==> src/rtl/matmul_bram_sequencer_if.sv <==
// Bus bundle between the BRAM read sequencer and its environment.
// Carries the control inputs, the two BRAM port-B read buses, tile
// progress and status. When MATMUL_SEQ_PERF_EN is defined the bundle
// also carries the perf_cycles and stall_cycles counters.
interface matmul_bram_sequencer_if #(
    parameter int ROW_TILES    = 2,
    parameter int COL_TILES    = 2,
    parameter int ADDR_WIDTH_A = 8,
    parameter int ADDR_WIDTH_B = 8
);
    logic                             start;
    logic                             stall;
    logic                             core_done;
    logic                             in_rd_en;
    logic [ADDR_WIDTH_A-1:0]          in_rd_addr;
    logic                             w_rd_en;
    logic [ADDR_WIDTH_B-1:0]          w_rd_addr;
    logic                             rd_valid;
    logic                             en_module;
    logic [$clog2(ROW_TILES):0]       tile_row;
    logic [$clog2(COL_TILES):0]       tile_col;
    logic                             tile_done;
    logic                             busy;
    logic                             done;
    logic                             err;
`ifdef MATMUL_SEQ_PERF_EN
    logic [31:0]                      perf_cycles;
    logic [31:0]                      stall_cycles;
`endif

    modport master (
        input  start, stall, core_done,
`ifdef MATMUL_SEQ_PERF_EN
        output perf_cycles, stall_cycles,
`endif
        output in_rd_en, in_rd_addr, w_rd_en, w_rd_addr, rd_valid,
        output en_module, tile_row, tile_col, tile_done, busy, done, err
    );

    modport slave (
        output start, stall, core_done,
`ifdef MATMUL_SEQ_PERF_EN
        input  perf_cycles, stall_cycles,
`endif
        input  in_rd_en, in_rd_addr, w_rd_en, w_rd_addr, rd_valid,
        input  en_module, tile_row, tile_col, tile_done, busy, done, err
    );
endinterface

==> src/rtl/matmul_bram_sequencer.sv <==
// Read-side sequencer for the input-matrix and weight BRAMs feeding
// multi_matmul_wrapper. Walks the output tiles of C (row tiles outer,
// column tiles inner), streams INNER_STEPS read addresses per tile to both
// BRAMs, then waits for the core's per-tile done before moving on.
// Optional feature macro: MATMUL_SEQ_PERF_EN adds perf_cycles/stall_cycles.
module matmul_bram_sequencer #(
    parameter int ROW_TILES    = 2,
    parameter int COL_TILES    = 2,
    parameter int INNER_STEPS  = 4,
    parameter int ADDR_WIDTH_A = 8,
    parameter int ADDR_WIDTH_B = 8,
    parameter int READ_LATENCY = 1
) (
    input  logic                     clk,
    input  logic                     rst,
    matmul_bram_sequencer_if.master  bus
);
    localparam int RW = $clog2(ROW_TILES) + 1;
    localparam int CW = $clog2(COL_TILES) + 1;
    localparam int KW = $clog2(INNER_STEPS) + 1;

    typedef enum logic [1:0] {IDLE, ISSUE, WAIT, NEXT} state_t;

    state_t                  state, state_nxt;
    logic [RW-1:0]           row;
    logic [CW-1:0]           col;
    logic [KW-1:0]           k;
    logic [ADDR_WIDTH_A-1:0] in_addr_q;
    logic [ADDR_WIDTH_B-1:0] w_addr_q;
    logic [ADDR_WIDTH_A-1:0] in_addr_nxt;
    logic [ADDR_WIDTH_B-1:0] w_addr_nxt;
    logic [READ_LATENCY-1:0] vld_p;
    logic                    issue;
    logic                    done_q;
    logic                    err_q;
    logic                    last_k, last_col, last_row;

    assign last_k   = (k   == KW'(INNER_STEPS - 1));
    assign last_col = (col == CW'(COL_TILES - 1));
    assign last_row = (row == RW'(ROW_TILES - 1));

    // Full-width address arithmetic, truncated to the BRAM port width.
    assign in_addr_nxt = ADDR_WIDTH_A'(32'(row) * 32'(INNER_STEPS) + 32'(k));
    assign w_addr_nxt  = ADDR_WIDTH_B'(32'(col) * 32'(INNER_STEPS) + 32'(k));

    // State register.
    always_ff @(posedge clk) begin
        if (rst) state <= IDLE;
        else     state <= state_nxt;
    end

    // Next-state decode; an issue happens in every unstalled ISSUE cycle.
    always_comb begin
        state_nxt = state;
        issue     = 1'b0;
        case (state)
            IDLE:  if (bus.start) state_nxt = ISSUE;
            ISSUE: begin
                if (!bus.stall) begin
                    issue = 1'b1;
                    if (last_k) state_nxt = WAIT;
                end
            end
            WAIT:  if (bus.core_done) state_nxt = NEXT;
            NEXT:  state_nxt = (last_col && last_row) ? IDLE : ISSUE;
            default: state_nxt = IDLE;
        endcase
    end

    // Tile/step counters, held addresses, done pulse and sticky error.
    always_ff @(posedge clk) begin
        if (rst) begin
            row       <= '0;
            col       <= '0;
            k         <= '0;
            in_addr_q <= '0;
            w_addr_q  <= '0;
            done_q    <= 1'b0;
            err_q     <= 1'b0;
        end else begin
            done_q <= (state == NEXT) && last_col && last_row;
            if (bus.core_done && state != WAIT) err_q <= 1'b1;
            case (state)
                IDLE: begin
                    if (bus.start) begin
                        row <= '0;
                        col <= '0;
                        k   <= '0;
                    end
                end
                ISSUE: begin
                    if (issue) begin
                        in_addr_q <= in_addr_nxt;
                        w_addr_q  <= w_addr_nxt;
                        k         <= k + KW'(1);
                    end
                end
                NEXT: begin
                    k <= '0;
                    if (!last_col) begin
                        col <= col + CW'(1);
                    end else if (!last_row) begin
                        col <= '0;
                        row <= row + RW'(1);
                    end
                end
                default: ;
            endcase
        end
    end

    // Read-valid pipeline: in_rd_en delayed by READ_LATENCY cycles.
    always_ff @(posedge clk) begin
        if (rst) begin
            vld_p <= '0;
        end else begin
            vld_p[0] <= issue;
            for (int i = 1; i < READ_LATENCY; i++) vld_p[i] <= vld_p[i-1];
        end
    end

`ifdef MATMUL_SEQ_PERF_EN
    logic [31:0] perf_cnt;
    logic [31:0] stall_cnt;

    // Run counters; the start-accepting cycle counts as the run's first cycle.
    always_ff @(posedge clk) begin
        if (rst) begin
            perf_cnt  <= '0;
            stall_cnt <= '0;
        end else if (state == IDLE && bus.start) begin
            perf_cnt  <= 32'd1;
            stall_cnt <= '0;
        end else begin
            if (state != IDLE && perf_cnt != '1) perf_cnt <= perf_cnt + 32'd1;
            if (state == ISSUE && bus.stall && stall_cnt != '1)
                stall_cnt <= stall_cnt + 32'd1;
        end
    end

    assign bus.perf_cycles  = perf_cnt;
    assign bus.stall_cycles = stall_cnt;
`endif

    assign bus.in_rd_en   = issue;
    assign bus.w_rd_en    = issue;
    assign bus.in_rd_addr = issue ? in_addr_nxt : in_addr_q;
    assign bus.w_rd_addr  = issue ? w_addr_nxt  : w_addr_q;
    assign bus.rd_valid   = vld_p[READ_LATENCY-1];
    assign bus.en_module  = (state != IDLE);
    assign bus.busy       = (state != IDLE);
    assign bus.tile_row   = row;
    assign bus.tile_col   = col;
    assign bus.tile_done  = (state == NEXT);
    assign bus.done       = done_q;
    assign bus.err        = err_q;
endmodule
==> src/flat_wrapper.sv <==
// flat-port wrapper written by rule: the top's interface ports become plain ports
module matmul_bram_sequencer_flat 
#(
    parameter int ROW_TILES    = 2,
    parameter int COL_TILES    = 2,
    parameter int INNER_STEPS  = 4,
    parameter int ADDR_WIDTH_A = 8,
    parameter int ADDR_WIDTH_B = 8,
    parameter int READ_LATENCY = 1
)
  (clk, rst, bus_start, bus_stall, bus_core_done, bus_in_rd_en, bus_in_rd_addr, bus_w_rd_en, bus_w_rd_addr, bus_rd_valid, bus_en_module, bus_tile_row, bus_tile_col, bus_tile_done, bus_busy, bus_done, bus_err);
  matmul_bram_sequencer_if #(.ROW_TILES(ROW_TILES), .COL_TILES(COL_TILES), .ADDR_WIDTH_A(ADDR_WIDTH_A), .ADDR_WIDTH_B(ADDR_WIDTH_B)) bus_i ();
  input  logic clk;
  input  logic rst;
  input wire logic [$bits(bus_i.start)-1:0] bus_start;
  input wire logic [$bits(bus_i.stall)-1:0] bus_stall;
  input wire logic [$bits(bus_i.core_done)-1:0] bus_core_done;
  output wire logic [$bits(bus_i.in_rd_en)-1:0] bus_in_rd_en;
  output wire logic [$bits(bus_i.in_rd_addr)-1:0] bus_in_rd_addr;
  output wire logic [$bits(bus_i.w_rd_en)-1:0] bus_w_rd_en;
  output wire logic [$bits(bus_i.w_rd_addr)-1:0] bus_w_rd_addr;
  output wire logic [$bits(bus_i.rd_valid)-1:0] bus_rd_valid;
  output wire logic [$bits(bus_i.en_module)-1:0] bus_en_module;
  output wire logic [$bits(bus_i.tile_row)-1:0] bus_tile_row;
  output wire logic [$bits(bus_i.tile_col)-1:0] bus_tile_col;
  output wire logic [$bits(bus_i.tile_done)-1:0] bus_tile_done;
  output wire logic [$bits(bus_i.busy)-1:0] bus_busy;
  output wire logic [$bits(bus_i.done)-1:0] bus_done;
  output wire logic [$bits(bus_i.err)-1:0] bus_err;
  assign bus_i.start = bus_start;
  assign bus_i.stall = bus_stall;
  assign bus_i.core_done = bus_core_done;
  assign bus_in_rd_en = bus_i.in_rd_en;
  assign bus_in_rd_addr = bus_i.in_rd_addr;
  assign bus_w_rd_en = bus_i.w_rd_en;
  assign bus_w_rd_addr = bus_i.w_rd_addr;
  assign bus_rd_valid = bus_i.rd_valid;
  assign bus_en_module = bus_i.en_module;
  assign bus_tile_row = bus_i.tile_row;
  assign bus_tile_col = bus_i.tile_col;
  assign bus_tile_done = bus_i.tile_done;
  assign bus_busy = bus_i.busy;
  assign bus_done = bus_i.done;
  assign bus_err = bus_i.err;
  matmul_bram_sequencer #(.ROW_TILES(ROW_TILES), .COL_TILES(COL_TILES), .INNER_STEPS(INNER_STEPS), .ADDR_WIDTH_A(ADDR_WIDTH_A), .ADDR_WIDTH_B(ADDR_WIDTH_B), .READ_LATENCY(READ_LATENCY)) u_core (.clk(clk), .rst(rst), .bus(bus_i));
endmodule
==> config.mk <==
export PLATFORM = sky130hd
export DESIGN_NAME = matmul_bram_sequencer_flat
export DESIGN_NICKNAME = d
export VERILOG_FILES = /design/src/rtl/matmul_bram_sequencer_if.sv /design/src/rtl/matmul_bram_sequencer.sv /design/src/flat_wrapper.sv
export SDC_FILE = /design/constraint.sdc
export NUM_CORES = 1
export LEC_CHECK = 0
export ABC_AREA = 1
export CAP_MARGIN = 20
export CORE_UTILIZATION = 55
export CTS_BUF_LIST = sky130_fd_sc_hd__clkbuf_4
export CTS_CLUSTER_DIAMETER = 120
export DETAILED_ROUTE_END_ITERATION = 7
export MAX_ROUTING_LAYER = met4
export PLACE_DENSITY_LB_ADDON = 0.08
export SETUP_SLACK_MARGIN = 0.5
export SLEW_MARGIN = 25
export SYNTH_ARGS = -nofsm -noshare
export SYNTH_HDL_FRONTEND = slang
export SYNTH_SLANG_ARGS = --single-unit
==> constraint.sdc <==
create_clock -name clk -period 3.2 [get_ports clk]
set_input_delay 0.64 -clock clk [delete_from_list [all_inputs] [get_ports clk]]
set_output_delay 0.64 -clock clk [all_outputs]
set_load 0.03 [all_outputs]
### Word-level counts from Yosys, hierarchy flattened

Cells that the tools add are included.

* output and inout bits: 28
* memory bits (read-only): 0
* bits in writable memories: 0
* word-level logic and storage cells: 61
* register bits after elaboration: 28
* memories kept: 0
* latch bits: 0
* bits of input ports: 5

* reductions and logical operators: 12
* divide/modulo/power cells: 0
* $mul: 0
* shift operators: 0
* equality and inequality tests: 15
* bitwise logic cells: 0
* add/subtract/negate cells: 5
* order comparisons: 0
* multiplexer cells: 20

Operator list (number)
* 2-bit 2-to-1 mux: 9
* 8-bit 2-to-1 mux: 2
* 4-bit by 3-bit adder with 5-bit output: 2
* 2-bit != test (second input constant): 5
* 3-bit one-hot mux with 3 select lines: 1
* 2-bit one-hot mux with 2 select lines: 2
* 2-bit one-hot mux with 4 select lines: 1
* 4-bit AND reduction: 2
* 2-bit by 1-bit equality test with 1-bit output (second input constant): 3
* 3-bit 2-to-1 mux: 2
* 2-bit by 1-bit != test with 1-bit output (second input constant): 3
* 3-bit AND reduction: 2
* 2-bit by 1-bit adder with 2-bit output (second input constant): 2
* 2-bit equality test (second input constant): 2
* 1-bit logical AND: 4
* 2-bit nonzero test: 2
* 3-bit by 1-bit adder with 3-bit output (second input constant): 1
* 3-bit by 2-bit equality test with 1-bit output (second input constant): 1
* 1-bit 2-to-1 mux: 3
* 3-bit != test (second input constant): 1
* 3-bit nonzero test: 1
* 2-bit logical NOT: 1

### Depth between registers and ports, before layout

Gate-level depths: netlist (run 1).

* word-level depth: 4
* mapped depth: 9

### Least setup slack after synthesis (run 1)

Ideal clock, no wire load.

* path kind: register -> output
* start: register u_core.state[1]
* end: output port bus_in_rd_addr[5]
* stages on the path, launching flop included: 8
* path slack: 1027 ps
* arrival: 1533 ps
* path buffers: 2
* path through: dfxtp_1 -> inv_1 -> ha_1 -> inv_2 -> nor2_4 -> buf_6 -> buf_4 -> nor2_1

* cells in the longest elaborated chain, start to end: 3

RTL lines
* start, declared: line matmul_bram_sequencer.sv:24 `state_t state, state_nxt;`
* start signal, assigned: line matmul_bram_sequencer.sv:49 `else state <= state_nxt;`
* 2-bit by 1-bit equality test with 1-bit output: line matmul_bram_sequencer.sv:56 `case (state)`
* 1-bit 2-to-1 mux: line matmul_bram_sequencer.sv:56
* via bus_in_rd_en: line flat_wrapper.sv:18 `output wire logic [$bits(bus_i.in_rd_en)-1:0] bus_in_rd_en;`
* 8-bit 2-to-1 mux
* end, declared: line flat_wrapper.sv:19 `output wire logic [$bits(bus_i.in_rd_addr)-1:0] bus_in_rd_addr;`

The timed path passes the listed nets, and every way through them passes these cells.

### Worst setup path in the final report (run 1)

* start: input port bus_stall
* end: output port bus_in_rd_addr[4]

* cells in the longest elaborated chain, start to end: 3

RTL lines
* start, declared: line flat_wrapper.sv:16 `input wire logic [$bits(bus_i.stall)-1:0] bus_stall;`
* 1-bit 2-to-1 mux: line matmul_bram_sequencer.sv:59 `if (!bus.stall) begin`
* 1-bit 2-to-1 mux: line matmul_bram_sequencer.sv:56
* 8-bit 2-to-1 mux

Every way passes these cells.

==> metrics.txt, run 1 <==
outcome complete, no violations; arrival time of the worst setup path 1.97 ns; switching power share of the total 43.0%; area of combinational cells with multiple inputs 641 sq um; Synth top area share 41.0%; largest net degree at the start of global routing 17; maximum clock frequency 0.383 GHz; headroom to the max-slew limit 77.1%; synthesized area per cell 7.64 sq um; switching power total 591 uW; startpoint of the tightest hold check path u_core.w_addr_q[5]$_SDFFE_PP0N_; DR top layer met4; Slew @ Worst Pin 0.342 ns; length of the first detailed-routing pass in iterations 4; flip-flop and latch count after synthesis 28; fraction of final layout cells sized beyond drive strength 1 15.1%; Critical Setup Path Class primary input to primary output; initial antenna violation count 0; number of instances in the synthesized netlist 179; Reg-to-Reg End u_core.k[1]$_SDFFE_PP0P_; Nets 231; worst hold path stage count 2; hold crit path type register to register; kind of capture point of the worst setup path primary output; worst IR drop on VDD 0.684 mV; Row Count 17; Worst-Skew Late Latency 0.32 ns; synthesis-to-layout area growth 25.5%; post-place setup slack 0.158 ns; number of hold violations in the final report 0; setup repair after global routing missed its margin true; clock buffer count from CTS 3; routed wire length per instance 10.7 microns; cell-internal power 783 uW; clock share of power 16.5%; number of warning messages in the yosys log 0; clock buffer depth 2; wire length of the first global-routing pass 4020 microns; number of cells on the worst reg-to-reg path 6; total global-route track usage 20.6%; fraction of power consumed by combinational cells 50.7%; Seq pwr share 32.9%; mean number of vias per cell 4.80; destination of the worst hold path u_core.w_addr_q[5]$_SDFFE_PP0N_; register cell area after layout 562 sq um; Top-Level Pins 33; initial cell density of the core 60.1%; synthesized netlist net count 197; horizontal die dimension 51.9 microns; Met1 Wirelength 1170 microns; static leakage 0.892 nW; Remaining DRCs 0; instance count after placement with tap cells included 234; most common library cells after synthesis nand2_1, inv_1, dfxtp_1, nor2_1, ha_1; Die Span Y 51.9 microns; Max FO, Critical Path 4; hold-fix buffer count after cts 0; TritonCTS clock tree yes; final standard cell count with taps included and fillers excluded 240; flop2flop setup slack 1.68 ns; via total after detailed routing 1153; setup violation total in the final timing report 0; crit path cell chain clkdlybuf4s50_1 > nor2_4 > buf_4 > or2_2 > o21ai_0 > inv_1 > clkbuf_2; peak per-stage delay on the critical path 0.53 ns; Remaining Overflow, GRT 0; wire length on met3 105 microns; total met2 wirelength after detailed routing 1240 microns; Main synth FF type dfxtp_1; Clock Tree Root clkbuf_4; Routed Wire Length 2560 microns; H-tree depth reported by CTS 1; final clock period utilization by the worst path 81.6%; r2r startpoint u_core.state[0]$_SDFFE_PP0P_; proportion of register bits with asynchronous set or reset after synthesis 0%; Worst Setup Slack, final 0.588 ns; number of port buffers 32; sequential fraction of the synthesis area 41.0%; die area 2690 sq um; via count of the first global-routing pass 957; required time of the critical path 2.56 ns; setup TNS 0 ns; final estimated routing congestion in global placement 0.807; dominant cell by count in the synthesized netlist nand2_1; critical path startpoint category primary input; clock transition at the register clock pins on the worst setup and hold paths after CTS 0.14 ns; most area-consuming cells after synthesis dfxtp_1, ha_1, nand2_1; fill cell instance count of the final layout 185; cell type contributing the most total cell area after synthesis dfxtp_1; count of flip-flops with a built-in enable after synthesis 0; count of maximum capacitance violations 0; Power Dens Cells 800 nW/um^2; Std-Cell Core Area 2280 sq um; number of max-slew violations in the final report 0; post-route clock skew 0.00169 ns; Ant. Diodes 0; shortest period the worst path allows 2.61 ns; post-synth design cell area 1370 sq um; standard cell with the maximum stage delay on the critical path clkdlybuf4s50_1; number of sinks handled by clock tree synthesis 28; Synth cell types 21; Routed Antenna Nets 0; total half-perimeter wirelength after legalization and detailed placement 1990 microns; initial DRC count 19
[power groups by stage]
stage	combinational, mW	sequential [mW]	clock [mW]
global placement	0.697	0.456	0
global route	0.764	0.460	0.241
detailed placement	0.717	0.459	0
CTS	0.705	0.452	0.232
floorplan	0.498	0.477	0
finish	0.696	0.452	0.226
[stage by stage]
step           area (sq um)  power [mW]  hold WS, ns  utilization, %
2_1_floorplan          1370       0.975        0.422               -
3_3_place_gp           1690        1.15        0.432            74.1
3_5_place_dp           1690        1.18        0.442            74.1
4_1_cts                1740        1.39        0.463            76.3
5_1_grt                1720        1.46        0.484            75.4
6_report               1720        1.37        0.460            75.4
[logic make-up (layout without fill, tap and decap cells)]
| logic type | count (synthesis) | count (layout) | share of synthesized area [%] |
|---|---|---|---|
| AO/OA/AOI/OAI | 23 | 23 | 9.79 |
| flip-flops | 28 | 28 | 41.0 |
| adder cells (fa/ha/maj) | 13 | 13 | 11.9 |
| AND/OR/NAND/NOR | 77 | 77 | 25.0 |
| buffers and inverters | 38 | 71 | 12.4 |
[worst max-delay path by stage]
| stage | slack (ns) | endpoint | start |
|---|---|---|---|
| 5_1_grt | 0.48 | bus_in_rd_addr[4] | bus_stall |
| 3_5_place_dp | 0.16 | bus_in_rd_addr[4] | bus_stall |
| 2_1_floorplan | 1.03 | bus_in_rd_addr[5] | u_core.state[1]$_SDFFE_PP0P_ |
| 6_report | 0.59 | bus_in_rd_addr[4] | bus_stall |
| 3_3_place_gp | 0.20 | bus_in_rd_addr[4] | bus_stall |
| 4_1_cts | 0.43 | bus_in_rd_addr[4] | bus_stall |
[worst max-delay path, delay by kind of cell]
family                 cells  cell delay [ns]
buffers and inverters      4             0.92
AO/OA/AOI/OAI              1             0.10
AND/OR/NAND/NOR            2             0.32
[routing by layer]
layer	track usage, %	up-vias
met5	-	-
met1	24.5	516
met4	10.4	0
met3	3.22	4
met2	33.5	24
li1	-	609
[timing repair]
item | 4_1_cts | 5_1_grt
endpoints found under the setup margin | 18 | 10
resized for setup | 22 | 16
setup buffers | 2 | 0
pin swaps | 1 | 0
[cells in the final DEF, fill, tap and decap left out, drive strengths merged]
| master | Yosys | final |
|---|---|---|
| buf | 6 | 5 |
| a21oi | 11 | 11 |
| nor3 | 7 | 7 |
| o21ai | 12 | 12 |
| bufinv | 0 | 1 |
| ha | 13 | 13 |
| inv | 31 | 31 |
| nand3b | 1 | 1 |
| clkdlybuf4s15 | 0 | 4 |
| nor2 | 29 | 29 |
| dfxtp | 28 | 28 |
| clkbuf | 1 | 8 |
| dlygate4sd2 | 0 | 8 |
| or2 | 6 | 6 |
| nand2 | 32 | 32 |
| nand3 | 2 | 2 |
| clkdlybuf4s50 | 0 | 14 |
[sequential cells by signal (all words and copies together), names as in the netlist]
register             flops
u_core.bus.done          1
u_core.bus.err           1
u_core.bus.rd_valid      1
u_core.bus.tile_col      2
u_core.bus.tile_row      2
u_core.in_addr_q         8
u_core.k                 3
u_core.state             2
u_core.w_addr_q          8
[area by class of cell]
cell class,count,area share [%]
Clock inverter,1,1.75
Tap cell,28,2.04
Multi-Input combinational cell,113,37.3
Clock buffer,3,1.31
Timing Repair Buffer,36,18.1
Sequential cell,28,32.7
Inverter,31,6.78
(Power assumes the default switching activity.)
==> run 2, diff against run 1 <==
- CORE_UTILIZATION: 55 -> 51
- clock period: 3.2 -> 2.7 ns (I/O delays scaled with it)
==> metrics.txt, run 2 (synthesized netlist as in run 1, its figures left out) <==
Worst Setup Slack, final 0.439 ns (-0.149 ns); fraction of power consumed by combinational cells 58.4% (+7.7 points); maximum clock frequency 0.442 GHz; outcome complete, no violations; cell-internal power 1.15 mW (+47%); Row Count 18 (+1); destination of the worst hold path u_core.w_addr_q[6]$_SDFFE_PP0N_; H-tree depth reported by CTS 1 (unchanged); setup TNS 0 ns (unchanged); total global-route track usage 24.4% (+3.8 points); cell area after layout 2060 sq um (+20%); met1 Use GR 27.7% (+3.3 points); horizontal die dimension 53.8 microns (+3.7%); clock transition at the register clock pins on the worst setup and hold paths after CTS 0.16 ns (+0.02 ns); shortest period the worst path allows 2.26 ns; clock buffer count from CTS 3 (unchanged); setup repair after global routing missed its margin true; via count of the first global-routing pass 1184 (+24%); required time of the critical path 2.16 ns (-0.40 ns); Power Dens Cells 966 nW/um^2 (+21%); number of hold violations in the final report 0 (unchanged); number of port buffers 32 (unchanged); hold crit path type register to register; worst IR drop on VDD 0.757 mV (+11%); number of cells on the worst reg-to-reg path 12 (+6); Remaining DRCs 0 (unchanged); setup violation total in the final timing report 0 (unchanged); Ant. Diodes 0 (unchanged); final clock period utilization by the worst path 83.7%; TritonCTS clock tree yes; headroom to the max-slew limit 65.7% (-11 points); wire length of the first global-routing pass 4970 microns (+24%); Std-Cell Core Area 2500 sq um (+9.8%); post-place setup slack -0.0315 ns (-0.189 ns); Critical Setup Path Class register to primary output; number of max-slew violations in the final report 0 (unchanged); Routed Antenna Nets 0 (unchanged); post-route clock skew 0.00414 ns (+0.00245 ns); clock buffer depth 2 (unchanged); mean number of vias per cell 4.88 (+1.7%); Nets 256 (+11%); initial DRC count 32 (+13); initial antenna violation count 0 (unchanged); Clock Tree Root clkbuf_4; count of maximum capacitance violations 0 (unchanged); worst hold path stage count 2 (unchanged); fraction of final layout cells sized beyond drive strength 1 34.6% (+20 points); static leakage 1.06 nW (+18%); total cell area at the placement stage 1710 sq um (+1.2%); Top-Level Pins 33 (unchanged); total power draw 1.99 mW (+45%); length of the first detailed-routing pass in iterations 4 (unchanged); commonest cells after routing, fill and taps aside buf_4, dfxtp_1, inv_1; global-route track usage on met2 42.4% (+8.8 points); Seq pwr share 27.6% (-5.3 points); kind of capture point of the worst setup path primary output; Slew @ Worst Pin 0.513 ns (+0.171 ns); switching power total 836 uW (+42%); final estimated routing congestion in global placement 0.840 (+4.1%); Remaining Overflow, GRT 0 (unchanged); most used routing layer met2; switching power share of the total 42.1% (-0.92 points); flop2flop setup slack 0.86 ns (-0.82 ns); routed wire length per instance 12.6 microns (+18%); clock share of power 14.0% (-2.5 points); startpoint of the tightest hold check path u_core.w_addr_q[6]$_SDFFE_PP0N_; Worst-Skew Late Latency 0.33 ns (about the same); synthesis-to-layout area growth 50.4%; critical path startpoint category register; largest registers in the final layout u_core.in_addr_q x8, u_core.w_addr_q x8, u_core.k x3; most common library cell in the layout ignoring fill and taps buf_4; worst hold slack after final layout 0.456 ns (-0.00390 ns); via total after detailed routing 1304 (+13%); total half-perimeter wirelength after legalization and detailed placement 2180 microns (+9.3%); met3 layer usage reported by global route 3.11% (-0.11 points); Reg-to-Reg End u_core.w_addr_q[3]$_SDFFE_PP0N_; arrival time of the worst setup path 1.72 ns (-0.25 ns); r2r startpoint u_core.state[1]$_SDFFE_PP0P_; Max FO, Critical Path 8 (+4); number of sinks handled by clock tree synthesis 28 (unchanged); largest net degree at the start of global routing 17 (unchanged); initial cell density of the core 54.7% (-5.4 points); Die Span Y 53.8 microns (+3.7%); die area 2890 sq um (+7.5%); Routed Wire Length 3370 microns (+32%)
## run 2: metrics by stage
step	utilization, %	cells
floorplan	-	179
global placement	68.2	241
detailed placement	68.2	241
CTS	79.6	262
global route	82.3	267
finish	82.3	267
## run 2: worst max path at each step
stage / to / slack, ns / from
4_1_cts: bus_in_rd_addr[4] / 0.42 / u_core.state[1]$_SDFFE_PP0P_
5_1_grt: bus_w_rd_addr[3] / 0.35 / u_core.state[0]$_SDFFE_PP0P_
3_3_place_gp: bus_in_rd_addr[4] / -0.003 / bus_stall
2_1_floorplan: bus_in_rd_addr[5] / 0.63 / u_core.state[1]$_SDFFE_PP0P_
3_5_place_dp: bus_in_rd_addr[4] / -0.03 / bus_stall
6_report: bus_w_rd_addr[4] / 0.44 / u_core.state[1]$_SDFFE_PP0P_
## run 2: final cells by class
type	count	area, sq um
tap	30	37.5
sequential	28	568
timing repair buffer	61	574
clock inverter	1	30.0
multi-input combinational	113	703
clock buffer	3	22.5
fill	164	443
inverter	31	121
## run 2: power by group through the flow
stage	logic (mW)	registers, mW	clock network [mW]
after floorplan	0.590	0.566	0
after global placement	0.844	0.541	0
after detailed placement	0.881	0.545	0
after CTS	1.03	0.546	0.276
after global routing	1.24	0.557	0.294
final	1.16	0.548	0.279
## run 2: timing repair
item,CTS,global route
pin swaps,5,9
cloned,1,0
hold buffers,0,0
resized for setup,74,41
buffers inserted,16,5
setup endpoints to repair,21,18
## run 2: critical path: stages (launching register included)
cell and delay (ns):
dfxtp_4 0.39, inv_4 0.06, ha_4 0.13, inv_2 0.05, nor2_4 0.21, inv_4 0.09, buf_8 0.15, o21ai_4 0.14
inv_2 0.05, buf_6 0.13
## run 2: metal layers
layer  vias to the layer above  share of wire [%]
met2                        35                 52
met1                       601                 41
li1                        660                  -
met4                         0                2.7
met3                         8                3.9
met5                         -                  0
==> run 3, diff against run 2 <==
- clock period: 2.7 -> 2.2 ns (I/O delays scaled with it)
==> metrics.txt, run 3 (synthesized netlist as in run 1, its figures left out) <==
synthesis-to-layout area growth 51.8%; number of cells on the worst reg-to-reg path 12 (unchanged); via count of the first global-routing pass 1105 (-6.7%); post-route core utilization 83.0% (+0.75 points); mean number of vias per cell 4.73 (-3.1%); Row Count 18 (unchanged); Routed Antenna Nets 0 (unchanged); worst hold path stage count 2 (unchanged); flop2flop setup slack 0.46 ns (-0.40 ns); hold-fix buffer count after cts 0 (unchanged); post-place setup slack -0.387 ns (-0.356 ns); number of max-slew violations in the final report 0 (unchanged); Critical Setup Path Class register to primary output; kind of capture point of the worst setup path primary output; Die Span Y 53.8 microns (unchanged); maximum clock frequency 0.468 GHz; wire length of the first global-routing pass 4640 microns (-6.7%); worst IR drop on VDD 0.961 mV (+27%); Remaining Overflow, GRT 0 (unchanged); Reg-to-Reg End u_core.in_addr_q[3]$_SDFFE_PP0N_; number of port buffers 32 (unchanged); r2r startpoint u_core.state[1]$_SDFFE_PP0P_; number of sinks handled by clock tree synthesis 28 (unchanged); outcome complete, no violations; length of the first detailed-routing pass in iterations 4 (unchanged); post-route clock skew 0.0168 ns (+0.0126 ns); Worst Setup Slack, final 0.0619 ns (-0.377 ns); Max FO, Critical Path 7 (-1); initial cell density of the core 54.7% (unchanged); static leakage 1.04 nW (-1.9%); shortest period the worst path allows 2.14 ns; Power Dens Cells 1200 nW/um^2 (+24%); timing endpoint of the critical path bus_in_rd_addr[0]; Worst-Skew Late Latency 0.33 ns (about the same); initial DRC count 32 (unchanged); cell area after layout 2080 sq um (+0.91%); clock transition at the register clock pins on the worst setup and hold paths after CTS 0.16 ns (about the same); setup violation total in the final timing report 0 (unchanged); via total after detailed routing 1250 (-4.1%); most common library cell in the layout ignoring fill and taps nand2_1; total global-route track usage 23.2% (-1.3 points); final estimated routing congestion in global placement 0.827 (-1.5%); Top-Level Pins 33 (unchanged); total half-perimeter wirelength after legalization and detailed placement 2220 microns (+1.8%); Routed Wire Length 3210 microns (-4.7%); fraction of final layout cells sized beyond drive strength 1 41.0% (+6.4 points); H-tree depth reported by CTS 1 (unchanged); count of maximum capacitance violations 0 (unchanged); arrival time of the worst setup path 1.70 ns (-0.02 ns); Clock Tree Root clkbuf_4; Slew @ Worst Pin 0.310 ns (-0.203 ns); largest net degree at the start of global routing 17 (unchanged); Nets 253 (-1.2%); initial antenna violation count 0 (unchanged); CP Launch Point u_core.state[1]$_SDFFE_PP0P_; hold crit path type register to register; Remaining DRCs 0 (unchanged); die area 2890 sq um (unchanged); Std-Cell Core Area 2500 sq um (unchanged); routed wire length per instance 12.2 microns (-3.6%); clock buffer count from CTS 3 (unchanged); total cell area at the placement stage 1840 sq um (+7.9%); Ant. Diodes 0 (unchanged); critical path startpoint category register; TritonCTS clock tree yes; setup repair after global routing missed its margin true; headroom to the max-slew limit 79.3% (+14 points); number of hold violations in the final report 0 (unchanged); clock buffer depth 2 (unchanged); setup TNS 0 ns (unchanged); largest registers in the final layout u_core.in_addr_q x8, u_core.w_addr_q x8, u_core.k x3; commonest cells after routing, fill and taps aside nand2_1, buf_4, dfxtp_1; required time of the critical path 1.76 ns (-0.40 ns); horizontal die dimension 53.8 microns (unchanged); final clock period utilization by the worst path 97.2%
run 3: cell types whose count changed in the layout (fill, tap and decap cells not counted), moves of 3 or more:
cell,delta
clkdlybuf4s50_1,-7
nor2_1,-7
nor2_4,+6
buf_2,+5
inv_1,-5
inv_2,+5
dlygate4sd2_1,+4
nand2_1,+4
nand2_2,-4
buf_6,-3
dfxtp_2,+3
run 3: per-layer routing:
metal / part of all wire (%) / GRT usage [%] / wire [microns] / vias to the layer above
met5: 0 / - / 0 / -
met4: 0.56 / 7.89 / 18 / 0
met3: 2.4 / 2.54 / 78 / 2
met2: 54 / 42.6 / 1720 / 18
met1: 43 / 25.4 / 1390 / 576
li1: - / - / - / 654
run 3: where the power goes:
| part | switching [mW] | internal, mW |
|---|---|---|
| Clock | 0.157 | 0.184 |
| Sequential | 0.0632 | 0.593 |
| Combinational | 0.830 | 0.663 |
run 3: final cells by class:
cell class | instances | area (sq um)
Multi-Input combinational cell | 113 | 787
Sequential cell | 28 | 564
Timing Repair Buffer | 58 | 513
Fill cell | 164 | 424
Inverter | 31 | 121
Tap cell | 30 | 37.5
Clock inverter | 1 | 30.0
Clock buffer | 3 | 22.5
run 3: how the worst min path moves through the flow:
stage	startpoint	to	slack [ns]
finish	u_core.bus.err$_SDFFE_PP0P_	u_core.bus.err$_SDFFE_PP0P_	0.49
global placement	u_core.w_addr_q[0]$_SDFFE_PP0N_	u_core.w_addr_q[0]$_SDFFE_PP0N_	0.46
CTS	u_core.bus.err$_SDFFE_PP0P_	u_core.bus.err$_SDFFE_PP0P_	0.49
global route	u_core.w_addr_q[5]$_SDFFE_PP0N_	u_core.w_addr_q[5]$_SDFFE_PP0N_	0.53
detailed placement	u_core.bus.err$_SDFFE_PP0P_	u_core.bus.err$_SDFFE_PP0P_	0.46
floorplan	u_core.in_addr_q[0]$_SDFFE_PP0N_	u_core.in_addr_q[0]$_SDFFE_PP0N_	0.45
run 3: metrics by stage:
stage	hold slack (ns)	instances	total power, mW
3_5_place_dp	0.463	248	1.85
4_1_cts	0.492	261	2.37
6_report	0.491	264	2.49
3_3_place_gp	0.456	248	1.81
5_1_grt	0.526	264	2.63
2_1_floorplan	0.446	179	1.46
run 3: critical path, cell delays in order, from the launching register on:
cell     delay [ns]
dfxtp_2        0.36
inv_2          0.07
ha_4           0.14
inv_4          0.04
nor2_4         0.16
inv_2          0.09
buf_12         0.15
buf_8          0.12
nand2_4        0.05
nand2_2        0.05
buf_6          0.13
run 3: what timing repair did:
item / CTS / global route
gates resized for setup: 127 / 15
setup endpoints to repair: 28 / 22
pin swaps: 3 / 5
setup buffers: 9 / 3
